## src/rtl/st_mchan_fifo_arbiter.sv

```systemverilog
// Multi-channel Avalon-ST merger: one synchronous FIFO per input channel, round-robin
// arbitration into a single registered output slot tagged with the source channel.
module st_mchan_fifo_arbiter #(
    parameter int DATA_W      = 32,
    parameter int CHANNELS    = 2,
    parameter int DEPTH       = 16,
    parameter int ALMOST_FULL = 12,
    localparam int CH_W       = (CHANNELS > 1) ? $clog2(CHANNELS) : 1,
    localparam int LVL_W      = $clog2(DEPTH) + 1
) (
    input  logic                       clk_100_clk,
    input  logic                       reset_reset_n,
    input  logic [CHANNELS*DATA_W-1:0] in_data,
    input  logic [CHANNELS-1:0]        in_valid,
    output logic [CHANNELS-1:0]        in_ready,
    output logic [DATA_W-1:0]          out_data,
    output logic [CH_W-1:0]            out_channel,
    output logic                       out_valid,
    input  logic                       out_ready,
    input  logic [CHANNELS-1:0]        channel_en,
    output logic [CHANNELS*LVL_W-1:0]  fill_level,
    output logic [CHANNELS-1:0]        almost_full
);

    localparam int PTR_W = LVL_W - 1;

    logic [DATA_W-1:0]   mem_q      [CHANNELS][DEPTH];
    logic [PTR_W-1:0]    wr_ptr_q   [CHANNELS];
    logic [PTR_W-1:0]    rd_ptr_q   [CHANNELS];
    logic [LVL_W-1:0]    count_q    [CHANNELS];
    logic [LVL_W-1:0]    count_d    [CHANNELS];
    logic [CHANNELS-1:0] in_ready_q;
    logic [CHANNELS-1:0] almost_full_q;
    logic [DATA_W-1:0]   out_data_q;
    logic [CH_W-1:0]     out_channel_q;
    logic                out_valid_q;
    logic [CH_W-1:0]     last_grant_q;

    logic [CHANNELS-1:0] push;
    logic [CHANNELS-1:0] pop;
    logic [CHANNELS-1:0] eligible;
    logic                slot_free;
    logic                grant_vld;
    logic [CH_W-1:0]     grant_idx;

    assign slot_free = !out_valid_q || out_ready;

    always_comb begin
        push     = '0;
        eligible = '0;
        for (int unsigned i = 0; i < CHANNELS; i++) begin
            push[i]     = in_valid[i] & in_ready_q[i];
            eligible[i] = (count_q[i] != '0) & channel_en[i];
        end
    end

    // Scan cyclically starting just after the last winner; first eligible channel wins.
    always_comb begin
        grant_vld = 1'b0;
        grant_idx = '0;
        for (int unsigned off = 1; off <= CHANNELS; off++) begin
            int unsigned idx;
            idx = 32'(last_grant_q) + off;
            if (idx >= CHANNELS) begin
                idx = idx - CHANNELS;
            end
            if (!grant_vld && eligible[idx]) begin
                grant_vld = 1'b1;
                grant_idx = CH_W'(idx);
            end
        end
    end

    always_comb begin
        pop = '0;
        for (int unsigned j = 0; j < CHANNELS; j++) begin
            pop[j] = slot_free && grant_vld && (grant_idx == CH_W'(j));
        end
    end

    always_comb begin
        for (int unsigned i = 0; i < CHANNELS; i++) begin
            count_d[i] = count_q[i] + LVL_W'(push[i]) - LVL_W'(pop[i]);
        end
    end

    // Storage carries no reset; validity is tracked solely by the pointers and counts.
    always_ff @(posedge clk_100_clk) begin
        for (int unsigned i = 0; i < CHANNELS; i++) begin
            if (push[i]) begin
                mem_q[i][wr_ptr_q[i]] <= in_data[i*DATA_W +: DATA_W];
            end
        end
    end

    always_ff @(posedge clk_100_clk or negedge reset_reset_n) begin
        if (!reset_reset_n) begin
            for (int unsigned i = 0; i < CHANNELS; i++) begin
                wr_ptr_q[i] <= '0;
                rd_ptr_q[i] <= '0;
                count_q[i]  <= '0;
            end
            in_ready_q    <= '1;
            almost_full_q <= '0;
            out_data_q    <= '0;
            out_channel_q <= '0;
            out_valid_q   <= 1'b0;
            last_grant_q  <= CH_W'(CHANNELS - 1);
        end else begin
            for (int unsigned i = 0; i < CHANNELS; i++) begin
                if (push[i]) begin
                    wr_ptr_q[i] <= wr_ptr_q[i] + PTR_W'(1);
                end
                if (pop[i]) begin
                    rd_ptr_q[i] <= rd_ptr_q[i] + PTR_W'(1);
                end
                count_q[i]       <= count_d[i];
                // Ready derives from the next count only, so a same-cycle pop never
                // re-opens a full FIFO before the following cycle.
                in_ready_q[i]    <= (count_d[i] != LVL_W'(DEPTH));
                almost_full_q[i] <= (count_d[i] >= LVL_W'(ALMOST_FULL));
            end
            if (slot_free) begin
                if (grant_vld) begin
                    out_valid_q   <= 1'b1;
                    out_data_q    <= mem_q[grant_idx][rd_ptr_q[grant_idx]];
                    out_channel_q <= grant_idx;
                    last_grant_q  <= grant_idx;
                end else begin
                    out_valid_q <= 1'b0;
                end
            end
        end
    end

    always_comb begin
        fill_level = '0;
        for (int unsigned i = 0; i < CHANNELS; i++) begin
            fill_level[i*LVL_W +: LVL_W] = count_q[i];
        end
    end

    assign in_ready    = in_ready_q;
    assign almost_full = almost_full_q;
    assign out_data    = out_data_q;
    assign out_channel = out_channel_q;
    assign out_valid   = out_valid_q;

endmodule

```

## config.mk

```make
export PLATFORM = sky130hd
export DESIGN_NAME = st_mchan_fifo_arbiter
export DESIGN_NICKNAME = d
export VERILOG_FILES = /design/src/rtl/st_mchan_fifo_arbiter.sv
export SDC_FILE = /design/constraint.sdc
export NUM_CORES = 1
export LEC_CHECK = 0
export CORE_UTILIZATION = 50
export CTS_CLUSTER_SIZE = 28
export DETAILED_ROUTE_END_ITERATION = 6
export MAX_ROUTING_LAYER = met4
export PLACE_DENSITY = 0.69
export SLEW_MARGIN = 20
export SYNTH_ARGS = -nofsm -noshare
export SYNTH_HDL_FRONTEND = slang
export SYNTH_SLANG_ARGS = --single-unit
```

## constraint.sdc

```tcl
create_clock -name clk_100_clk -period 3.4 [get_ports clk_100_clk]
set_input_delay 0.51 -clock clk_100_clk [delete_from_list [all_inputs] [get_ports clk_100_clk]]
set_output_delay 0.51 -clock clk_100_clk [all_outputs]
set_load 0.02 [all_outputs]
```

==> results summary <==
The flow ran to the end, and the final reports show no timing, DRC or antenna violations. The overall routing resource usage came out at 0.231. The routability congestion estimate came out at 0.809.

The pin slew with the least headroom to its limit came out at 1010 ps. After detailed routing, the number of vias per cell comes to 6.12. The setup slack at placement came out at between 150 and 200 ps. The worst endpoint data arrival time came out at 3760 ps.

The fraction of post-synthesis cell area in the top cell type by area is 0.729. The number of input and output port buffers inserted came out at roughly 120. The average wire length per cell after detail routing came out at 28.6 µm. The worst setup path is launched from a flop. From left edge to right edge, the die measures 292 µm. The number of sinks on the clock net is 1089. The number of storage elements in the synthesis netlist is about 1100. The total congestion overflow after global routing is 0. The worst register-to-register path ends at almost_full[0].

The maximum fanout encountered on the critical timing path is 4. The worst setup path is of the reg -> reg kind. Dividing total power by cell area gives a power density of 845 nW/µm². The worst supply voltage drop on vdd is 0.478 mV. The routed design has 93900 µm of wire.

The relative slew slack is 0.329. The most frequent cell on the critical path is inv_1. Across the run, the number of max-cap violations was 0. The nature of the critical path endpoint is a flop. The count of endpoints failing setup in the final report came out at 0.

The logic depth of the worst register-to-register path came out at 15. The instance count of the mapped netlist is 1897. The hold violation count in the final report came out at 0. The global-route wire length before repair came out at 138000 µm. Across all layers, the routed design uses roughly 20000 vias. For this run, the number of Yosys warnings is 0. The detailed router finished its first iteration with 2096 violations. The netlist area before placement came out at about 42000 µm². The number of buffers and inverters on the critical path is 4.

After routing, the total negative slack on setup checks comes to 0 ps. The post-CTS clock slew at the launch and capture registers of the worst setup and hold paths came out at about 70 ps. The count of TritonRoute iterations in the first routing pass came out at 6. The number of CTS-inserted buffers is 105. The standard cell area after detailed placement came out at 45500 µm². The share of final-layout standard cells stronger than drive strength 1 is 0.257. The number of design rule violations left after detail routing came out at 0.

The power consumption is 41.5 mW. The initialized floorplan defines 106 standard-cell rows. The initial antenna violation count came out at 6.

For this configuration, the core starts out at a cell density of 0.505. Based on the critical path, the design can be clocked at up to 312 MHz. TritonCTS built the clock tree.

The data required time of the worst path came out at 3960 ps. The worst slack on hold paths is roughly 500 ps. The number of levels in the clock H-tree came out at 3. The number of global-route vias before repair came out at 20400. The source-to-sink clock delay at the later pin of the worst-skew pair came out at 680 ps. Synthesis produced a netlist with a net count of between 1500 and 2000. The final-stage net count came out at 2204. The delay of the slowest cell on the worst path came out at 490 ps.

The worst setup skew after layout is 30.1 ps. The floorplan step defined a die boundary enclosing 85500 µm². The area growth from synthesis to layout is 16.4%. The number of antenna-violating nets in the routed design came out at 0. The total count of max-transition violations in the final report is 0. The final period utilization is 0.942. The synthesized area divided by synthesized cell count came out at 22.2 µm². The worst setup slack for register-to-register paths came out at 200 ps. The launching element of the worst setup path is fill_level[7]. The half-perimeter wire length after detailed placement came out at between 50000 and 60000 µm. The source of the worst hold timing path is out_channel. Traced cell by cell, the critical path runs through inv_1 -> ha_1 -> or4b_4 -> a2bb2oi_1 -> nor3_2 -> ha_1 -> inv_1 -> ha_1 -> inv_1 -> fa_1 -> inv_1 -> a21oi_1 -> o21bai_1 -> xnor2_1 -> a21o_1. Yosys attributes the largest share of cell area to edfxtp_1 73%, mux4_2 14%, dfrtp_1 3.7%, mux2i_1 2.3%, a211oi_1 1.1%. Among all stages on the critical path, the largest delay is contributed by or4b_4. The deepest clock path buffer count came out at 3. The placeable core region is approximately 84000 µm². The cell chosen for the clock root is clkbuf_16. The post-layout minimum cycle time is 3200 ps. Pin placement for this block handled 119 I/O pins.

For this run, the register share of the synthesized area comes to 0.768. The worst hold path belongs to the class reg -> reg. The worst-case setup margin in the final layout is 199 ps. The depth of the critical timing path with buffers and inverters included came out at 15. After routing the design area is 49100 µm². On the critical path the largest part of the delay comes from adder cells.

The count of unique library cells instantiated by Yosys came out at 45. The count of fill cells added during filler insertion came out at 5839. The most critical setup path has its endpoint at almost_full[0]. The leakage power came out at 16.1 nW. Setup repair after global routing left no endpoint under its margin. The die height came out at 292 µm. In this run the critical register-to-register path is launched from fill_level[7].

Summed over all instances, the cell type with the most area after synthesis is edfxtp_1. The pin count of the biggest net entering global routing came out at 76.
routing by layer:
metal	share of wire	global-route usage	vias up
met1	0.42	0.327	10700
li1	-	-	8446
met5	0	-	-
met2	0.48	0.347	830
met3	0.083	0.0470	115
met4	0.019	0.0590	0
worst register-to-register path, cell delays in order (launching register included):
cell and delay [ps]:
dfrtp_1 400, inv_1 90, ha_1 130, or4b_4 490, a2bb2oi_1 330, nor3_2 80, ha_1 280, inv_1 60
ha_1 160, inv_1 60, fa_1 400, inv_1 70, a21oi_1 70, o21bai_1 170, xnor2_1 130, a21o_1 170
worst min-delay path by stage:
stage / end / cells past startpoint
2_1_floorplan: almost_full[0] / 0
3_3_place_gp: out_channel / 1
3_5_place_dp: out_channel / 1
4_1_cts: wr_ptr_q[2] / 3
5_1_grt: wr_ptr_q[2] / 3
6_report: out_channel / 1
through the flow:
step,util,cells
6_report,0.587,3286
5_1_grt,0.587,3285
4_1_cts,0.587,3280
3_5_place_dp,0.544,3081
3_3_place_gp,0.544,3081
2_1_floorplan,-,1897
power by group:
| group | switching, mW | total, mW | internal, mW |
|---|---|---|---|
| Clock | 4.93 | 11.9 | 7.00 |
| Combinational | 6.54 | 12.0 | 5.50 |
| Sequential | 1.05 | 17.5 | 16.5 |
| Total | 12.5 | 41.5 | 29.0 |
cells in the final DEF, fill, tap and decap left out, drive strengths merged, types with 7 or more instances in the layout:
cell type | Yosys | routed
clkbuf | 45 | 119
xnor2 | 15 | 15
edfxtp | 1024 | 1024
bufinv | 0 | 16
nand3 | 8 | 8
inv | 24 | 30
buf | 58 | 90
mux4 | 256 | 256
and3 | 10 | 10
and2 | 25 | 25
dfrtp | 62 | 62
clkdlybuf4s50 | 0 | 117
clkinvlp | 0 | 7
clkinv | 0 | 50
a2111o | 31 | 31
nor2b | 34 | 34
mux2i | 96 | 96
mux2 | 7 | 7
ha | 22 | 22
nor3 | 69 | 69
a211oi | 62 | 62
synth_stat cells, drive strengths merged:
library cell and count:
a21oi 4, mux2i 96, xnor2 15, nor2 6, and3 10, inv 24, o211ai 1, a2bb2oi 1
or2 1, a32oi 1, a41oi 1, mux4 256, nor3b 2, buf 58, a2111o 31, nand4 1
or4b 1, a21o 5, nor2b 34, nand2 6, nand3 8, fa 2, nand2b 1, dfstp 3
nor4b 1, dfrtp 62, o22ai 1, and4 1, xor2 5, clkbuf 45, mux2 7, and2 25
nor3 69, a211oi 62, ha 22, edfxtp 1024, o21bai 2, o211a 1, a22oi 1, a311oi 1
repair_timing:
item | CTS | global route
endpoints found under the hold margin | 4 | 0
buffers inserted | 0 | 0
hold buffers | 1 | 0
gates resized for setup | 0 | 1
endpoints found under the setup margin | 0 | 5
registers in the layout (all words and copies together) (netlist names):
signal,flops
wr_ptr_q,8
fill_level,10
out_data,32
mem_q,1024
almost_full,2
in_ready,2
last_grant_q,1
rd_ptr_q,8
out_valid,1
out_channel,1
kinds of logic after synthesis:
kind of cell | synth area share
mux | 0.161
simple gates | 0.0223
buf+inv | 0.0134
fa+ha+maj | 0.00748
xor+xnor | 0.00415
compound gates | 0.0233
flops | 0.768
area by class of cell:
| class | instances | area (µm²) | share of cell area |
|---|---|---|---|
| antenna | 6 | 15.0 | 0.000306 |
| clock buffer | 119 | 2730 | 0.0557 |
| multi-input combinational | 681 | 9290 | 0.189 |
| sequential | 1089 | 32400 | 0.660 |
| timing repair buffer | 208 | 2360 | 0.0480 |
| tap | 1080 | 1350 | 0.0275 |
| inverter | 24 | 90.1 | 0.00184 |
| clock inverter | 79 | 842 | 0.0172 |
Note: power is estimated with default switching activity, not from simulation.
